===== src/rtl/m_trap_ctrl.sv =====
// Machine-mode trap sequencer: arbitrates exception / mret / interrupt, issues CSR writes,
// a flush pulse and a redirect handshake. Optional feature macro: TRAP_VECTORED_EN.
module m_trap_ctrl #(
    parameter int unsigned XLEN = 32
) (
    input  logic            clk,
    input  logic            rst,
    input  logic            exc_valid_i,
    input  logic [4:0]      exc_cause_i,
    input  logic [XLEN-1:0] exc_pc_i,
    input  logic [XLEN-1:0] exc_tval_i,
    input  logic            mret_valid_i,
    input  logic [XLEN-1:0] irq_pc_i,
    input  logic [XLEN-1:0] mstatus_i,
    input  logic [XLEN-1:0] mtvec_i,
    input  logic [XLEN-1:0] mepc_i,
    input  logic [XLEN-1:0] mip_i,
    input  logic [XLEN-1:0] mie_i,
    output logic            busy_o,
    output logic            flush_o,
    output logic            redirect_valid_o,
    output logic [XLEN-1:0] redirect_pc_o,
    input  logic            redirect_ready_i,
    output logic            mstatus_we_o,
    output logic            mepc_we_o,
    output logic            mcause_we_o,
    output logic            mtval_we_o,
    output logic [XLEN-1:0] mstatus_o,
    output logic [XLEN-1:0] mepc_o,
    output logic [XLEN-1:0] mcause_o,
    output logic [XLEN-1:0] mtval_o
);

    localparam int unsigned MIE_B  = 3;
    localparam int unsigned MPIE_B = 7;
    localparam int unsigned MPP_LO = 11;
    localparam int unsigned MSI_B  = 3;
    localparam int unsigned MTI_B  = 7;
    localparam int unsigned MEI_B  = 11;

    typedef enum logic [1:0] {IDLE, TRAP, RET, REDIR} state_t;

    state_t          state, state_next;
    logic            accept_trap, accept_ret;
    logic [XLEN-1:0] irq_pend;
    logic            irq_take;
    logic [4:0]      irq_cause;
    logic            sel_intr;
    logic [4:0]      sel_cause;
    logic [XLEN-1:0] sel_pc, sel_tval;
    logic [XLEN-1:0] trap_base, trap_target;
    logic [XLEN-1:0] mstatus_trap, mstatus_ret;
    logic            unused_bits;

    always_comb begin
        irq_pend  = mip_i & mie_i;
        irq_take  = mstatus_i[MIE_B] & (irq_pend[MEI_B] | irq_pend[MSI_B] | irq_pend[MTI_B]);
        irq_cause = irq_pend[MEI_B] ? 5'd11 : (irq_pend[MSI_B] ? 5'd3 : 5'd7);

        // Only meaningful on a trap accept, where no exception means interrupt.
        sel_intr  = !exc_valid_i;
        sel_cause = exc_valid_i ? exc_cause_i : irq_cause;
        sel_pc    = exc_valid_i ? exc_pc_i : irq_pc_i;
        sel_tval  = exc_valid_i ? exc_tval_i : '0;

        trap_base = {mtvec_i[XLEN-1:2], 2'b00};
`ifdef TRAP_VECTORED_EN
        trap_target = (mtvec_i[1:0] == 2'b01 && sel_intr)
                    ? trap_base + (XLEN'(sel_cause) << 2) : trap_base;
`else
        trap_target = trap_base;
`endif

        mstatus_trap                      = mstatus_i;
        mstatus_trap[MPIE_B]              = mstatus_i[MIE_B];
        mstatus_trap[MIE_B]               = 1'b0;
        mstatus_trap[MPP_LO+1:MPP_LO]     = 2'b11;

        mstatus_ret                       = mstatus_i;
        mstatus_ret[MIE_B]                = mstatus_i[MPIE_B];
        mstatus_ret[MPIE_B]               = 1'b1;
        mstatus_ret[MPP_LO+1:MPP_LO]      = 2'b11;

        unused_bits = ^{irq_pend, mtvec_i[1:0], mepc_i[1:0], exc_pc_i[1:0], irq_pc_i[1:0]};
    end

    always_ff @(posedge clk) begin
        if (rst) state <= IDLE;
        else     state <= state_next;
    end

    always_comb begin
        state_next       = state;
        accept_trap      = 1'b0;
        accept_ret       = 1'b0;
        busy_o           = 1'b0;
        flush_o          = 1'b0;
        redirect_valid_o = 1'b0;
        mstatus_we_o     = 1'b0;
        mepc_we_o        = 1'b0;
        mcause_we_o      = 1'b0;
        mtval_we_o       = 1'b0;
        case (state)
            IDLE: begin
                if (exc_valid_i) begin
                    accept_trap = 1'b1;
                    state_next  = TRAP;
                end else if (mret_valid_i) begin
                    accept_ret  = 1'b1;
                    state_next  = RET;
                end else if (irq_take) begin
                    accept_trap = 1'b1;
                    state_next  = TRAP;
                end
            end
            TRAP: begin
                busy_o       = 1'b1;
                flush_o      = 1'b1;
                mstatus_we_o = 1'b1;
                mepc_we_o    = 1'b1;
                mcause_we_o  = 1'b1;
                mtval_we_o   = 1'b1;
                state_next   = REDIR;
            end
            RET: begin
                busy_o       = 1'b1;
                flush_o      = 1'b1;
                mstatus_we_o = 1'b1;
                state_next   = REDIR;
            end
            REDIR: begin
                busy_o           = 1'b1;
                redirect_valid_o = 1'b1;
                if (redirect_ready_i) state_next = IDLE;
            end
            default: state_next = IDLE;
        endcase
    end

    // Write data and target are computed at the accept edge so they stay stable
    // through TRAP/RET and REDIR regardless of input changes.
    always_ff @(posedge clk) begin
        if (rst) begin
            mstatus_o     <= '0;
            mepc_o        <= '0;
            mcause_o      <= '0;
            mtval_o       <= '0;
            redirect_pc_o <= '0;
        end else if (accept_trap) begin
            mstatus_o     <= mstatus_trap;
            mepc_o        <= {sel_pc[XLEN-1:2], 2'b00};
            mcause_o      <= {sel_intr, {(XLEN-6){1'b0}}, sel_cause};
            mtval_o       <= sel_tval;
            redirect_pc_o <= trap_target;
        end else if (accept_ret) begin
            mstatus_o     <= mstatus_ret;
            redirect_pc_o <= {mepc_i[XLEN-1:2], 2'b00};
        end
    end

endmodule


===== config.mk =====
export PLATFORM = sky130hd
export DESIGN_NAME = m_trap_ctrl
export DESIGN_NICKNAME = d
export VERILOG_FILES = /design/src/rtl/m_trap_ctrl.sv
export SDC_FILE = /design/constraint.sdc
export NUM_CORES = 1
export LEC_CHECK = 0
export ABC_AREA = 1
export CORE_AREA = 3 3 169 171
export CTS_BUF_LIST = sky130_fd_sc_hd__clkbuf_8
export DETAILED_ROUTE_END_ITERATION = 8
export DIE_AREA = 0 0 172 174
export SYNTH_ARGS = -nofsm -noshare
export SYNTH_HDL_FRONTEND = slang
export SYNTH_SLANG_ARGS = --single-unit

===== constraint.sdc =====
create_clock -name clk -period 1.7 [get_ports clk]
set_clock_uncertainty 0.2 [all_clocks]
set_input_delay 0.255 -clock clk [delete_from_list [all_inputs] [get_ports clk]]
set_output_delay 0.255 -clock clk [all_outputs]
set_load 0.03 [all_outputs]

==> results of run 1 <==
==> cell families (layout without fill, tap and decap cells) <==
family	Yosys count	in the layout	share of synthesized area (%)
buffers and inverters	150	483	11.9
adder cells (fa/ha/maj)	4	4	0.801
AND/OR/NAND/NOR	554	554	39.3
other	1	31	0.0600
flip-flops	131	131	42.0
AO/OA/AOI/OAI	72	72	5.95
==> cell type report <==
cell class,count,area [µm²]
fillers,2823,16100
clock inverters,14,214
multi-input cells,660,3220
diodes,1,2.50
well taps,341,427
clock buffers,18,248
inverters,46,183
repair buffers,405,4020
flip-flops and latches,131,2630
==> layout by cell type, fill, tap and decap left out, types with 20 or more instances in the layout <==
cell,count
nand2_1,311
clkdlybuf4s50_1,196
dfxtp_1,129
nand3_1,68
nand4_1,62
clkdlybuf4s15_1,59
a21oi_1,50
buf_4,45
nor2_1,40
inv_1,38
clkbuf_2,35
conb_1,30
nand3b_1,28
nor2_2,20
dlygate4sd2_1,20
buf_12,20
==> path summary, 6_finish.rpt <==
path | to | depth (start not counted)
worst min-delay path | redirect_pc_o[30] | 3
worst max register to register | mstatus_o[23] | 11
worst min register to register | mtval_o[11] | 2
worst max-delay path | mstatus_o[23] | 11
==> state kept, by name (all words and copies together), names as in the netlist <==
register       count
mtval_o           32
mstatus_o         31
mepc_o            30
redirect_pc_o     30
mcause_o           6
state              2
==> critical path, cell delays in order (launching register included) <==
cell	delay, ns
dfxtp_2	0.33
inv_2	0.07
ha_4	0.16
inv_6	0.05
a21oi_4	0.17
nand3_4	0.13
buf_12	0.16
nand2_4	0.08
inv_4	0.05
buf_12	0.15
nor2_1	0.09
nor2_1	0.05
==> per-layer routing <==
| metal | vias up | wire length, µm |
|---|---|---|
| met4 | 2 | 292 |
| met5 | - | 11 |
| met1 | 3245 | 10400 |
| li1 | 3583 | - |
| met3 | 20 | 1620 |
| met2 | 226 | 12400 |
==> repair_timing <==
action	in CTS	in global routing
gates cloned	0	2
resized for setup	248	118
pin swaps	12	3
endpoints found under the setup margin	228	203
setup buffers	2	4
==> through the flow <==
stage | hold WS, ns | utilization, %
floorplan | 0.190 | -
global placement | 0.227 | 38.1
detailed placement | 0.231 | 38.1
CTS | 0.0660 | 40.1
global route | 0.104 | 40.5
finish | 0.112 | 40.5
==> where the power goes <==
group	total, W	leakage (nW)	internal, W	switching, W
logic	0.00507	3.69	0.00215	0.00292
registers	0.00377	1.08	0.00353	0.000239
clock network	0.00317	0.231	0.00170	0.00147
total	0.0120	5.00	0.00738	0.00463
==> impl_metrics.tcl, run 1 <==
set metrics [dict create \
    grt.overflow.total 0 \
    hpwl_um 17800 \
    yosysTopAreaCell "dfxtp_1" \
    fin_total_pwr_w 0.0120 \
    yosysUniqueCellTypes 25 \
    crit_arrival_ns 1.92 \
    syn-mean-instance-area_um2 6.85 \
    critPathLaunchType "flip-flop" \
    crit_fanout 17 \
    yosysMostFrequentCell "nand2_1" \
    route.detailed.drc 0 \
    fmax_ghz 0.561 \
    power.static_leakage_nw 5.00 \
    grtUsageMet2_pct 26.6 \
    h-tree-depth 4 \
    track_usage_pct 15.5 \
    port_buffers 334 \
    reg2reg_slack_ns -0.08 \
    vias 7076 \
    crit_path_end_kind "flip-flop" \
    synth_top_area_share_pct 42.0 \
    grt_max_degree 67 \
    layout.cells.non_filler 1616 \
    clk_latency_ns 0.43 \
    worst_slack_ns -0.0837 \
    die_area_mm2 0.0299 \
    drive_above_1_share_pct 18.6 \
    grtUsageMet3_pct 4.50 \
    critPathKind "reg -> reg" \
    nets 1531 \
    powerDensity_mw_per_mm2 1100 \
    core_area_mm2 0.0270 \
    clockBufferDepth 2 \
    startpoint "state[0]" \
    drv_cap 0 \
    die_w_um 172 \
    antenna_found_initial 3 \
    place_area_mm2 0.0103 \
    setup_viol 107 \
    first_pass_iters 5 \
    busiest_layer "met2" \
    grt_pass1_wl_um 36900 \
    report.final.slew_viol_count 0 \
    areaGrowthSynthToFinish_pct 75.1 \
    grt_use_met1_pct 19.1 \
    finalSetupTns_ns -4.60 \
    cts_hold_buffers 0 \
    io-pin-count 433 \
    ys_seq_elements 131 \
    gp_congestion 0.766 \
    first_global_vias 6752 \
    ant_nets 0 \
    synthTopCellsByArea "dfxtp_1, nand2_1, nand4_1" \
    wl_um 24700 \
    outcome "complete, but fails checks" \
    initial_core_util_pct 23.1 \
    fp.dieH_um 174 \
    syn-cell-area_mm2 0.00625 \
    synth-edff-count 0 \
    violations "negative setup slack" \
    std_cell_rows 60 \
    synth_cells 912 \
    hp-class "in -> reg" \
    place_ws_ns -0.561 \
    clkSinkCount 131 \
    routedWlPerCell_um 15.3 \
    dp.cells 1575 \
    ys_top_cells_by_count "nand2_1, dfxtp_1, nand3_1, a21oi_1, nand4_1" \
    finalHoldViolations 0 \
    period_share_pct 105 \
    hp-start "rst" \
    ys_seq_area_share_pct 42.0 \
    synth_top_flop_cell "dfxtp_1" \
    rsz0062_at_grt "true" \
    worstPathRequired_ns 1.84 \
    cts_tree "built" \
    yosys_warnings 0 \
    cts_root_buffer "clkbuf_8" \
    numCtsBuffers 17 \
    vias_per_cell 4.38 \
    clkTransAtPathRegs_ns 0.09 \
    ir_drop_mv 0.465 \
    drtIter0Drc 306 \
    period_minus_slack_ns 1.78 \
    rr_startpoint "state[0]" \
    design_area_mm2 0.0109 \
    synth-async-reset-ratio_pct 0 \
]
Note: power is estimated with default switching activity, not from simulation.
==> run 2: changes to the inputs <==
--- a/config.mk
+++ b/config.mk
@@ -8,6 +8,7 @@
 export ABC_AREA = 1
 export CORE_AREA = 3 3 169 171
 export CTS_BUF_LIST = sky130_fd_sc_hd__clkbuf_8
+export CTS_CLUSTER_SIZE = 28
 export DETAILED_ROUTE_END_ITERATION = 8
 export DIE_AREA = 0 0 172 174
 export SYNTH_ARGS = -nofsm -noshare
==> results of run 2 <==
No change in the layout: final DEF, timing and power equal those of run 1.
==> edit 1, RTL diff (flow settings as in run 2) <==
Change the localparam `MPP_LO` from 11 to 10.
--- a/src/rtl/m_trap_ctrl.sv
+++ b/src/rtl/m_trap_ctrl.sv
@@ -34,5 +34,5 @@
     localparam int unsigned MIE_B  = 3;
     localparam int unsigned MPIE_B = 7;
-    localparam int unsigned MPP_LO = 11;
+    localparam int unsigned MPP_LO = 10;
     localparam int unsigned MSI_B  = 3;
     localparam int unsigned MTI_B  = 7;
Check against the original RTL: not equivalent (a bounded check fails within 4 cycles, from zero or initial values and one cycle with rst high).
==> edit 1 against run 2 <==
The flow still finishes with violations (setup timing). Sequential cell count unchanged. First-iteration DRC count grew 20%. Hold slack better by 0.066 ns. Critical path depth fell by 1. Worst setup slack worse by 0.027 ns. Routed wire length up 11%. Design area up 0.48%. Global-route usage increased by 0.29 points. Area after synthesis increased by 0.10%. Power fell by 0.82%. Count of clock-buffer cells in the layout is 2 higher. Critical endpoint is now redirect_pc_o[25]. Highest routed layer is now met4.
==> edit 1: results (changes against run 2) <==
| Metric | Value |
|---|---|
| FF-to-FF Start | `state[1]` |
| Crit path max fanout | `6 (-11)` |
| Post-place setup slack | `-0.560 ns (+0.000557 ns)` |
| # diodes | `0 (-1)` |
| Setup TNS | `-7.20 ns (-2.60 ns)` |
| LEAKAGE | `5.08 nW (+1.7%)` |
| GRT Total Usage | `15.8% (+0.29 points)` |
| Worst Hold Launch | `exc_tval_i[20]` |
| Global-route wire length before repair | `37,400 µm (+1.5%)` |
| Compound-Gate Fraction of Synth Area | `5.94% (-0.0059 points)` |
| GRT met2 Usage | `27.8% (+1.2 points)` |
| Share of cells above drive strength 1 | `16.4% (-2.2 points)` |
| Vias | `7,181 (+1.5%)` |
| Mapped Avg Cell Area | `6.86 µm² (+0.10%)` |
| Top cells by area, synth | `dfxtp_1 42%, nand2_1 20%, nand4_1 6.2%, nand3_1 5.4%, a21oi_1 5.2%` |
| Final estimated routing congestion in global placement | `0.779 (+1.7%)` |
| Cells on worst reg2reg path | `10 (-1)` |
| Antenna violations before repair | `0 (-3)` |
| Status | `finished with violations` |
| Fin cells | `1,619 (+0.19%)` |
| Final wirelength | `27,400 µm (+11%)` |
| Nets | `1,535 (+0.26%)` |
| Hold path endpoint | `mtval_o[20]` |
| Setup Viol. Count Final | `120 (+12%)` |
| Sequential area share after synthesis | `41.9% (-0.042 points)` |
| Worst VDD drop | `0.000589 V (+27%)` |
| Hold_ws | `0.178 ns (+0.0656 ns)` |
| Post-Synth Adder-Cell Area | `0.800% (-0.00080 points)` |
| Starting DRT DRC Count | `367 (+20%)` |
| Final WS setup | `-0.110 ns (-0.0268 ns)` |
| Post-DP Area | `10,100 µm² (-2.2%)` |
| Number of global-route vias before repair | `6,757 (+0.074%)` |
| Failing checks | `setup timing` |
## edit 1: timing repair
item | 4_1_cts | 5_1_grt
gates resized for setup | 178 | 168
setup buffers | 3 | 7
endpoints found under the setup margin | 257 | 226
gates cloned | 1 | 17
hold endpoints to repair | 1 | 0
pin swaps | 2 | 22
hold buffers | 1 | 0
## edit 1: kinds of logic after synthesis
| logic type | count (synthesis) |
|---|---|
| buffers and inverters | 150 |
| AOI/OAI and AO/OA | 72 |
| adders and majority gates | 4 |
| DFF | 131 |
| and+or+nand+nor | 554 |
| other | 1 |
## edit 1: worst max path at each step
stage | to | slack [ns] | cells after the start
after floorplan | mstatus_o[7] | -0.01 | 9
after global placement | redirect_pc_o[3] | -0.54 | 7
after detailed placement | redirect_pc_o[3] | -0.56 | 7
after CTS | mcause_o[4] | -0.10 | 11
after global routing | redirect_pc_o[29] | -0.19 | 11
final | redirect_pc_o[25] | -0.11 | 10
## edit 1: critical path: stages (launching register included)
cell and delay (ns):
dfxtp_2 0.33, inv_2 0.07, ha_4 0.16, inv_6 0.04, a21oi_4 0.18, buf_6 0.14, nand3_4 0.13, buf_6 0.17
clkbuf_16 0.16, nand3_2 0.05, a21oi_1 0.06
## edit 1: power breakdown
group	internal [mW]	switching, mW	total, mW
Clock	1.57	1.35	2.92
Sequential	3.53	0.238	3.77
Combinational	2.17	3.05	5.21
Total	7.27	4.64	11.9
## edit 1: layout make-up
cell class / count / area (µm²)
timing repair inverter: 2 / 20.0
sequential: 131 / 2630
timing repair buffer: 406 / 4090
clock buffer: 20 / 275
inverter: 46 / 208
multi-input combinational: 661 / 3200
clock inverter: 12 / 154
tap: 341 / 427
fill: 2794 / 16000
## edit 1: layer usage
layer	vias up	wire, µm
met5	-	0
met4	0	656
met3	33	1640
met2	253	13600
met1	3304	11500
li1	3591	-
==> edit 2, RTL diff (config.mk and constraints of run 2) <==
Without the edit above. Register the input `irq_pc_i` before use, without a reset. The logic sees it one clock later. The other inputs are not delayed to match.
--- a/src/rtl/m_trap_ctrl.sv
+++ b/src/rtl/m_trap_ctrl.sv
@@ -41,4 +41,10 @@
     typedef enum logic [1:0] {IDLE, TRAP, RET, REDIR} state_t;
 
+    logic [XLEN-1:0] irq_pc_q;
+
+    always_ff @(posedge clk) begin
+        irq_pc_q <= irq_pc_i;
+    end
+
     state_t          state, state_next;
     logic            accept_trap, accept_ret;
@@ -61,5 +67,5 @@
         sel_intr  = !exc_valid_i;
         sel_cause = exc_valid_i ? exc_cause_i : irq_cause;
-        sel_pc    = exc_valid_i ? exc_pc_i : irq_pc_i;
+        sel_pc    = exc_valid_i ? exc_pc_i : irq_pc_q;
         sel_tval  = exc_valid_i ? exc_tval_i : '0;
 
@@ -82,5 +88,5 @@
         mstatus_ret[MPP_LO+1:MPP_LO]      = 2'b11;
 
-        unused_bits = ^{irq_pend, mtvec_i[1:0], mepc_i[1:0], exc_pc_i[1:0], irq_pc_i[1:0]};
+        unused_bits = ^{irq_pend, mtvec_i[1:0], mepc_i[1:0], exc_pc_i[1:0], irq_pc_q[1:0]};
     end
 
Function: changed (a bounded check fails within 4 cycles, from zero or initial values and one cycle with rst high).
==> edit 2 against run 2 <==
The run still ends with setup timing left. Synthesized cell count up 3.3%. Worst setup slack got worse by 0.13 ns. Sequential cell count up 30. Power up 16%. Area after synthesis up 9.8%. Design area grew 15%. Routed wire length increased by 17%. Largest cell class unchanged. Largest power group unchanged. Highest routed layer is now met4.
==> edit 2: results (changes against run 2) <==
| Metric | Value |
|---|---|
| Status | `finished with violations` |
| Failing checks | `setup timing` |
| Most common library cells after synthesis | `330 x nand2_1, 161 x dfxtp_1, 68 x nand3_1, 65 x a21oi_1` |
| Starting DRT DRC Count | `387 (+26%)` |
| Clock Power Share | `22.1% (-4.3 points)` |
| Resized Gates After CTS | `330 (+33%)` |
| Setup Viol. Count Final | `131 (+22%)` |
| Total net switching power | `5.50 mW (+19%)` |
| GRT Total Usage | `18.3% (+2.7 points)` |
| CTS clk-pin slew, worst paths | `0.11 ns (+0.02 ns)` |
| Setup TNS | `-16.52 ns (-11.91 ns)` |
| LEAKAGE | `5.80 nW (+16%)` |
| Top cells by area, synth | `dfxtp_1 47%, nand2_1 18%, nand4_1 5.7%, nand3_1 5.0%, a21oi_1 4.7%` |
| Multi-In Gates | `661 (+0.15%)` |
| Register area | `3230 µm² (+23%)` |
| Post-CTS Setup Bufs | `10 (+8)` |
| Final WS setup | `-0.216 ns (-0.133 ns)` |
| Post-DP Area | `10,700 µm² (+3.9%)` |
| Core Util, Final | `46.4% (+5.9 points)` |
| Clock buf/inv share | `3.34% (-0.89 points)` |
| Synthesized instance count | `942 (+3.3%)` |
| Crit path max fanout | `8 (-9)` |
| Share of cells above drive strength 1 | `30.5% (+12 points)` |
| GRT met1 Usage | `22.8% (+3.8 points)` |
| Final estimated routing congestion in global placement | `0.809 (+5.6%)` |
| Sequential area share after synthesis | `47.0% (+5.0 points)` |
| Global-route wire length before repair | `42,700 µm (+16%)` |
| Fin cells | `1,677 (+3.8%)` |
| #FFs+latches synth | `161 (+23%)` |
| Routed length on met2 | `14,000 µm (+13%)` |
==> edit 2: cell types whose count changed in the layout (fill, tap and decap cells not counted), sizes merged, moves of 3 or more <==
cell / change
buf: +13
bufbuf: +5
bufinv: -3
clkbuf: +56
clkdlybuf4s15: -42
clkinv: +4
dfxtp: +30
dlygate4sd2: -18
dlygate4sd3: +16
==> edit 2: worst paths after layout <==
check / startpoint / to / slack [ns] / depth (start not counted)
max: state[0] / mepc_o[27] / -0.22 / 11
min: irq_pc_i[12] / irq_pc_q[12] / 0.04 / 1
max reg2reg: state[0] / mepc_o[27] / -0.22 / 11
min reg2reg: mtval_o[20] / mtval_o[20] / 0.26 / 2
==> edit 2: worst max-delay path: stages, from the launching register on <==
cell and delay [ns]:
dfxtp_2 0.35, inv_2 0.07, ha_4 0.15, inv_6 0.04, a21oi_4 0.17, buf_6 0.13, nand3_4 0.11, buf_12 0.19
buf_16 0.15, buf_6 0.12, nand2_2 0.04, a21oi_1 0.05
